--- config.mk ---
export PLATFORM = sky130hd
export DESIGN_NAME = pdm_decim_ctrl
export DESIGN_NICKNAME = d
export VERILOG_FILES = /design/src/rtl/pdm_ctrl_pkg.sv /design/src/rtl/mic_clk_gen.sv /design/src/rtl/pdm_decim_ctrl.sv
export SDC_FILE = /design/constraint.sdc
export NUM_CORES = 1
export LEC_CHECK = 0
export ABC_AREA = 1
export CAP_MARGIN = 20
export CORE_ASPECT_RATIO = 1.4
export CORE_UTILIZATION = 51
export DETAILED_ROUTE_END_ITERATION = 8
export PLACE_DENSITY = 0.89
export SLEW_MARGIN = 20
export SYNTH_ARGS = -nofsm -noshare
export SYNTH_HDL_FRONTEND = slang
export SYNTH_SLANG_ARGS = --single-unit
--- constraint.sdc ---
create_clock -name clk_in -period 1.6 [get_ports clk_in]
set_clock_uncertainty 0.1 [all_clocks]
set_input_delay 0.32 -clock clk_in [delete_from_list [all_inputs] [get_ports clk_in]]
set_output_delay 0.32 -clock clk_in [all_outputs]
set_load 0.03 [all_outputs]
--- src/rtl/pdm_ctrl_pkg.sv ---
// Shared types and constants for the PDM microphone front-end sequencer.
// Optional build macro used by the top: PDM_DECIM_CTRL_STATS_EN.
package pdm_ctrl_pkg;

    typedef enum logic [1:0] {
        IDLE   = 2'd0,
        WARMUP = 2'd1,
        RUN    = 2'd2
    } pdm_state_t;

    localparam logic signed [7:0] PDM_ONE  = 8'hFF;
    localparam logic signed [7:0] PDM_ZERO = 8'h00;

    function automatic logic signed [7:0] pdm_to_sample(input logic bit_in);
        return bit_in ? PDM_ONE : PDM_ZERO;
    endfunction

endpackage

--- src/rtl/mic_clk_gen.sv ---
// Microphone clock generator: phase counter, registered mic clock, and a
// pulse that is high in the cycle just before the mic clock rises.
module mic_clk_gen #(
    parameter int unsigned PERIOD = 32
) (
    input  logic clk_in,
    input  logic rst_n,
    input  logic en_in,
    input  logic clr_in,
    output logic mic_clk_out,
    output logic rise_next_out
);

    localparam int unsigned PH_W = (PERIOD > 2) ? $clog2(PERIOD) : 1;

    logic [PH_W-1:0] ph_q, ph_d;
    logic            mic_clk_q, mic_clk_d;

    // NOTE: every variable gets a default before any branch so no latch is inferred.
    always_comb begin
        ph_d      = ph_q;
        mic_clk_d = 1'b0;
        if (clr_in) begin
            ph_d = '0;
        end else if (en_in) begin
            mic_clk_d = (ph_q < PH_W'(PERIOD / 2));
            ph_d      = (ph_q == PH_W'(PERIOD - 1)) ? '0 : ph_q + 1'b1;
        end
    end

    // NOTE: state registers use non-blocking assignments so all flops update together.
    always_ff @(posedge clk_in or negedge rst_n) begin
        if (!rst_n) begin
            ph_q      <= '0;
            mic_clk_q <= 1'b0;
        end else begin
            ph_q      <= ph_d;
            mic_clk_q <= mic_clk_d;
        end
    end

    assign mic_clk_out   = mic_clk_q;
    assign rise_next_out = en_in && !clr_in && (ph_q == '0);

endmodule

--- src/rtl/pdm_decim_ctrl.sv ---
// PDM front-end sequencer: mic clock, bit capture to the FIR, and decimated
// sample handoff. Define PDM_DECIM_CTRL_STATS_EN to add drop_count_out.
module pdm_decim_ctrl
    import pdm_ctrl_pkg::*;
#(
    parameter int unsigned PDM_COUNT_PERIOD = 32,
    parameter int unsigned DECIM            = 16,
    parameter int unsigned WARMUP_EDGES     = 1024
) (
    input  logic               clk_in,
    input  logic               rst_in,
    input  logic               enable_in,
    input  logic               mic_data_in,
    output logic               mic_clk_out,
    output logic signed [7:0]  fir_audio_out,
    output logic               fir_valid_out,
    input  logic               fir_ready_in,
    input  logic signed [15:0] fir_data_in,
    input  logic               fir_data_valid_in,
    output logic signed [15:0] sample_out,
    output logic               sample_valid_out,
    input  logic               sample_ready_in,
    output logic               overrun_out
`ifdef PDM_DECIM_CTRL_STATS_EN
    ,
    output logic [15:0]        drop_count_out
`endif
);

    localparam int unsigned EC_W = (WARMUP_EDGES > 0) ? $clog2(WARMUP_EDGES + 1) : 1;
    localparam int unsigned DC_W = (DECIM > 1) ? $clog2(DECIM) : 1;

    // NOTE: reset asserts asynchronously but is released only after two clean clk_in edges.
    logic [1:0] rst_sync_q;
    logic       rst_n;

    always_ff @(posedge clk_in or negedge rst_in) begin
        if (!rst_in) rst_sync_q <= 2'b00;
        else         rst_sync_q <= {rst_sync_q[0], 1'b1};
    end
    assign rst_n = rst_sync_q[1];

    pdm_state_t         state_q, state_d;
    logic [EC_W-1:0]    ec_q, ec_d;
    logic [DC_W-1:0]    dc_q, dc_d;
    logic signed [7:0]  audio_q, audio_d;
    logic               fir_valid_q, fir_valid_d;
    logic signed [15:0] sample_q, sample_d;
    logic               sample_valid_q, sample_valid_d;
    logic               overrun_q, overrun_d;
    logic               drop_bit, drop_sample;
    logic               rise_next;

    mic_clk_gen #(
        .PERIOD(PDM_COUNT_PERIOD)
    ) u_mic_clk_gen (
        .clk_in       (clk_in),
        .rst_n        (rst_n),
        .en_in        (state_q != IDLE),
        .clr_in       (!enable_in),
        .mic_clk_out  (mic_clk_out),
        .rise_next_out(rise_next)
    );

    always_comb begin
        state_d        = state_q;
        ec_d           = ec_q;
        dc_d           = dc_q;
        audio_d        = audio_q;
        fir_valid_d    = 1'b0;
        sample_d       = sample_q;
        sample_valid_d = sample_valid_q;
        overrun_d      = overrun_q;
        drop_bit       = 1'b0;
        drop_sample    = 1'b0;

        if (sample_valid_q && sample_ready_in) sample_valid_d = 1'b0;

        if (rise_next) audio_d = pdm_to_sample(mic_data_in);

        if (!enable_in) begin
            state_d        = IDLE;
            ec_d           = '0;
            dc_d           = '0;
            sample_valid_d = 1'b0;
        end else begin
            case (state_q)
                IDLE: state_d = WARMUP;
                WARMUP: begin
                    if (ec_q == EC_W'(WARMUP_EDGES)) state_d = RUN;
                    else if (rise_next)              ec_d    = ec_q + 1'b1;
                end
                RUN: begin
                    if (rise_next) begin
                        if (fir_ready_in) fir_valid_d = 1'b1;
                        else              drop_bit    = 1'b1;
                    end
                    if (fir_data_valid_in) begin
                        if (dc_q == DC_W'(DECIM - 1)) begin
                            dc_d = '0;
                            // A slot frees up if the held sample is consumed this same cycle.
                            if (!sample_valid_q || sample_ready_in) begin
                                sample_d       = fir_data_in;
                                sample_valid_d = 1'b1;
                            end else begin
                                drop_sample = 1'b1;
                            end
                        end else begin
                            dc_d = dc_q + 1'b1;
                        end
                    end
                end
                default: state_d = IDLE;
            endcase
        end

        if (drop_bit || drop_sample) overrun_d = 1'b1;
    end

    always_ff @(posedge clk_in or negedge rst_n) begin
        if (!rst_n) begin
            state_q        <= IDLE;
            ec_q           <= '0;
            dc_q           <= '0;
            audio_q        <= PDM_ZERO;
            fir_valid_q    <= 1'b0;
            sample_q       <= '0;
            sample_valid_q <= 1'b0;
            overrun_q      <= 1'b0;
        end else begin
            state_q        <= state_d;
            ec_q           <= ec_d;
            dc_q           <= dc_d;
            audio_q        <= audio_d;
            fir_valid_q    <= fir_valid_d;
            sample_q       <= sample_d;
            sample_valid_q <= sample_valid_d;
            overrun_q      <= overrun_d;
        end
    end

    assign fir_audio_out    = audio_q;
    assign fir_valid_out    = fir_valid_q;
    assign sample_out       = sample_q;
    assign sample_valid_out = sample_valid_q;
    assign overrun_out      = overrun_q;

`ifdef PDM_DECIM_CTRL_STATS_EN
    logic [15:0] drop_cnt_q, drop_cnt_d;
    logic [16:0] drop_sum;

    // A bit and a sample can both be lost in one cycle, so the step can be 2.
    always_comb begin
        drop_sum   = {1'b0, drop_cnt_q} + 17'(drop_bit) + 17'(drop_sample);
        drop_cnt_d = drop_sum[16] ? 16'hFFFF : drop_sum[15:0];
    end

    always_ff @(posedge clk_in or negedge rst_n) begin
        if (!rst_n) drop_cnt_q <= '0;
        else        drop_cnt_q <= drop_cnt_d;
    end

    assign drop_count_out = drop_cnt_q;
`endif

endmodule

==> results_dict.tcl <==
set metrics [dict create \
    outcome "completed" \
    hpwl_um 3600 \
    reg2reg_slack_ns 0.001 \
    peakVddDrop_v 0.000841 \
    critical_path_class "reg2reg" \
    crit_arrival_ns 1.70 \
    worstMarginPinSlew_ns 0.518 \
    vias 2082 \
    stdcell_count 411 \
    hp-class "in2async" \
    core_sq_um 4340 \
    r2r_end "ec_q[2]$_DFFE_PN0P_" \
    antenna_cells 0 \
    port-buffer-count 50 \
    seq_area_sq_um 1130 \
    synthesis.nets 307 \
    synth_seq_area_share 0.478 \
    final_cell_area_sq_um 3170 \
    rsz0062_at_grt "yes" \
    fmax_mhz 625 \
    overflow 0 \
    synth-seq-cells 45 \
    start_kind "register" \
    crit_start "u_mic_clk_gen.ph_q[1]$_DFFE_PN0P_" \
    synth_area_per_cell_sq_um 8.48 \
    multi_input_area_sq_um 1000 \
    worstPathCellList "inv_2 > ha_2 > nand3_4 > nor2_4 > nand3_4 > buf_4 > nand3_1 > nand2_1" \
    cts_hold_buf 0 \
    syn_area_sq_um 2360 \
    maxCapViolCount 0 \
    drive_above_1_share 0.228 \
    timing.rr.start "u_mic_clk_gen.ph_q[1]$_DFFE_PN0P_" \
    required_ns 1.70 \
    area_delta_synth_final_pct 34.5 \
    rows 28 \
    ant_nets 0 \
    die_x_um 59.5 \
    max_slew_margin 0.655 \
    finalSetupViolCount 0 \
    finalHoldViolCount 0 \
    r2r_cells 8 \
    synth.most_common_cell "nand2_1" \
    dieArea_sq_um 4900 \
    grt_pass1_wl_um 7930 \
    htreeDepth 2 \
    cts_made_buffers 5 \
    p_leak_uw 0.00169 \
    crit_fanout 11 \
    synth_top_cell_by_area "dfrtp_1" \
    avgRoutedWirePerCell_um 12.6 \
    slowest_delay_ns 0.41 \
    first_pass_iters 4 \
    power_density_nw_per_um2 847 \
    yosysWarnings 0 \
    antenna_found_initial 0 \
    fin_crit_sh 0.999 \
    post-route-drc-count 0 \
    slew_viol_final 0 \
    start_util 0.543 \
    routed_via_density 5.07 \
    clock_latency_ns 0.30 \
    fp.dieH_um 82.4 \
    synthTopCellsByCount "nand2_1 (66), dfrtp_1 (45), inv_1 (42)" \
    synth_cell_type_count 27 \
    first_global_vias 1839 \
    synth-edff-count 0 \
    cts-root-buf "clkbuf_8" \
    dp_cells 394 \
    cts_tree "built" \
    path_common_cell "nand3_4" \
    syn-instance-count 278 \
    n_fill_cell 337 \
    critPathCaptureType "register" \
    fin_crit_ns 1.60 \
    track_usage 0.216 \
    cts_sinks 45 \
    clock_path_buffers 2 \
    ios 51 \
    place_congestion 0.904 \
    synthTopCellsByArea "dfrtp_1 (48%), nand2_1 (11%), inv_1 (6.7%)" \
    async_reset_ff_frac 1.00 \
    slowest_stage "dfrtp_1" \
    placed_area_sq_um 2990 \
    synth_top_area_frac 0.478 \
    path_clk_slew_ns 0.08 \
    grt_max_degree 33 \
    dr.first_iter.drc_count 112 \
    synth_ff_type "dfrtp_1" \
    p_total_uw 2690 \
    finalNetCount 379 \
    wl_um 5160 \
]
[power by group]
part           internal, uW  total, uW  switching (uW)
sequential             1180       1240            60.6
combinational           324        762             437
clock                   309        688             379
total                  1810       2690             876
[cell usage in the layout (no fill, tap or decap), types with 2 or more instances in the layout]
master,netlist,layout
a21oi_1,2,2
buf_12,0,3
buf_4,8,32
buf_6,3,2
clkbuf_1,0,2
clkbuf_8,0,5
clkdlybuf4s50_1,0,22
dfrtp_1,45,44
dlygate4sd2_1,0,20
ha_1,6,4
ha_2,0,2
inv_1,42,39
inv_2,1,4
nand2_1,66,65
nand3_1,28,27
nand3_4,0,2
nand4_1,4,4
nor2_1,22,20
nor2_2,0,2
nor2_4,3,3
o21ai_0,12,10
o21ai_1,0,2
o21ai_2,17,17
xnor2_1,2,2
xor2_1,4,4
[routing by layer]
| metal | vias to the layer above | share of wire | global-route usage |
|---|---|---|---|
| li1 | 1007 | - | - |
| met1 | 985 | 0.38 | 0.238 |
| met2 | 76 | 0.54 | 0.390 |
| met3 | 14 | 0.057 | 0.0514 |
| met4 | 0 | 0.022 | 0.0881 |
| met5 | - | 0 | 0 |
[per-stage QoR]
stage | utilization | hold WS [ns] | setup TNS, ns | worst slack (ns)
global route | 0.730 | 0.0668 | -0.667 | -0.0671
floorplan | - | -0.0756 | 0 | 0.155
finish | 0.730 | 0.0667 | 0 | 0.00104
CTS | 0.706 | 0.0694 | 0 | 0.0116
global placement | 0.689 | 0.150 | -4.73 | -0.195
detailed placement | 0.689 | 0.160 | -5.26 | -0.239
[how the worst max path moves through the flow]
stage	slack, ns	endpoint
3_3_place_gp	-0.20	ec_q[10]$_DFFE_PN0P_
5_1_grt	-0.07	ec_q[4]$_DFFE_PN0P_
6_report	0.001	ec_q[2]$_DFFE_PN0P_
3_5_place_dp	-0.24	ec_q[8]$_DFFE_PN0P_
4_1_cts	0.01	ec_q[10]$_DFFE_PN0P_
2_1_floorplan	0.15	dc_q[0]$_DFFE_PN0P_
[repair_timing]
item | in CTS | in global routing
resized for setup | 23 | 14
setup buffers | 0 | 9
endpoints found under the setup margin | 31 | 14
pin swaps | 0 | 2
[sequential cells by signal, indices dropped and copies added (netlist names)]
register                   cells
u_mic_clk_gen.mic_clk_out      1
state_q                        2
rst_sync_q                     2
dc_q                           4
sample_out                    16
sample_valid_out               1
fir_audio_out                  1
fir_valid_out                  1
u_mic_clk_gen.ph_q             5
ec_q                          11
overrun_out                    1
[layout make-up]
class,count,share of cell area
well taps,60,0.0237
clock inverters,1,0.00237
flip-flops and latches,45,0.356
repair buffers,79,0.227
inverters,44,0.0525
multi-input cells,175,0.315
clock buffers,7,0.0241
[worst max-delay path, delay by kind of cell (launching register included)]
kind / cells / cell delay [ns]
buf+inv: 2 / 0.26
flops: 1 / 0.41
fa+ha+maj: 1 / 0.19
simple gates: 5 / 0.53
[kinds of logic after synthesis]
| family | share of synthesized area |
|---|---|
| flops | 0.478 |
| simple gates | 0.247 |
| compound gates | 0.0987 |
| xor+xnor | 0.0223 |
| other cells | 0.00159 |
| mux | 0.00478 |
| fa+ha+maj | 0.0318 |
| buf+inv | 0.116 |
(Power assumes the default switching activity.)
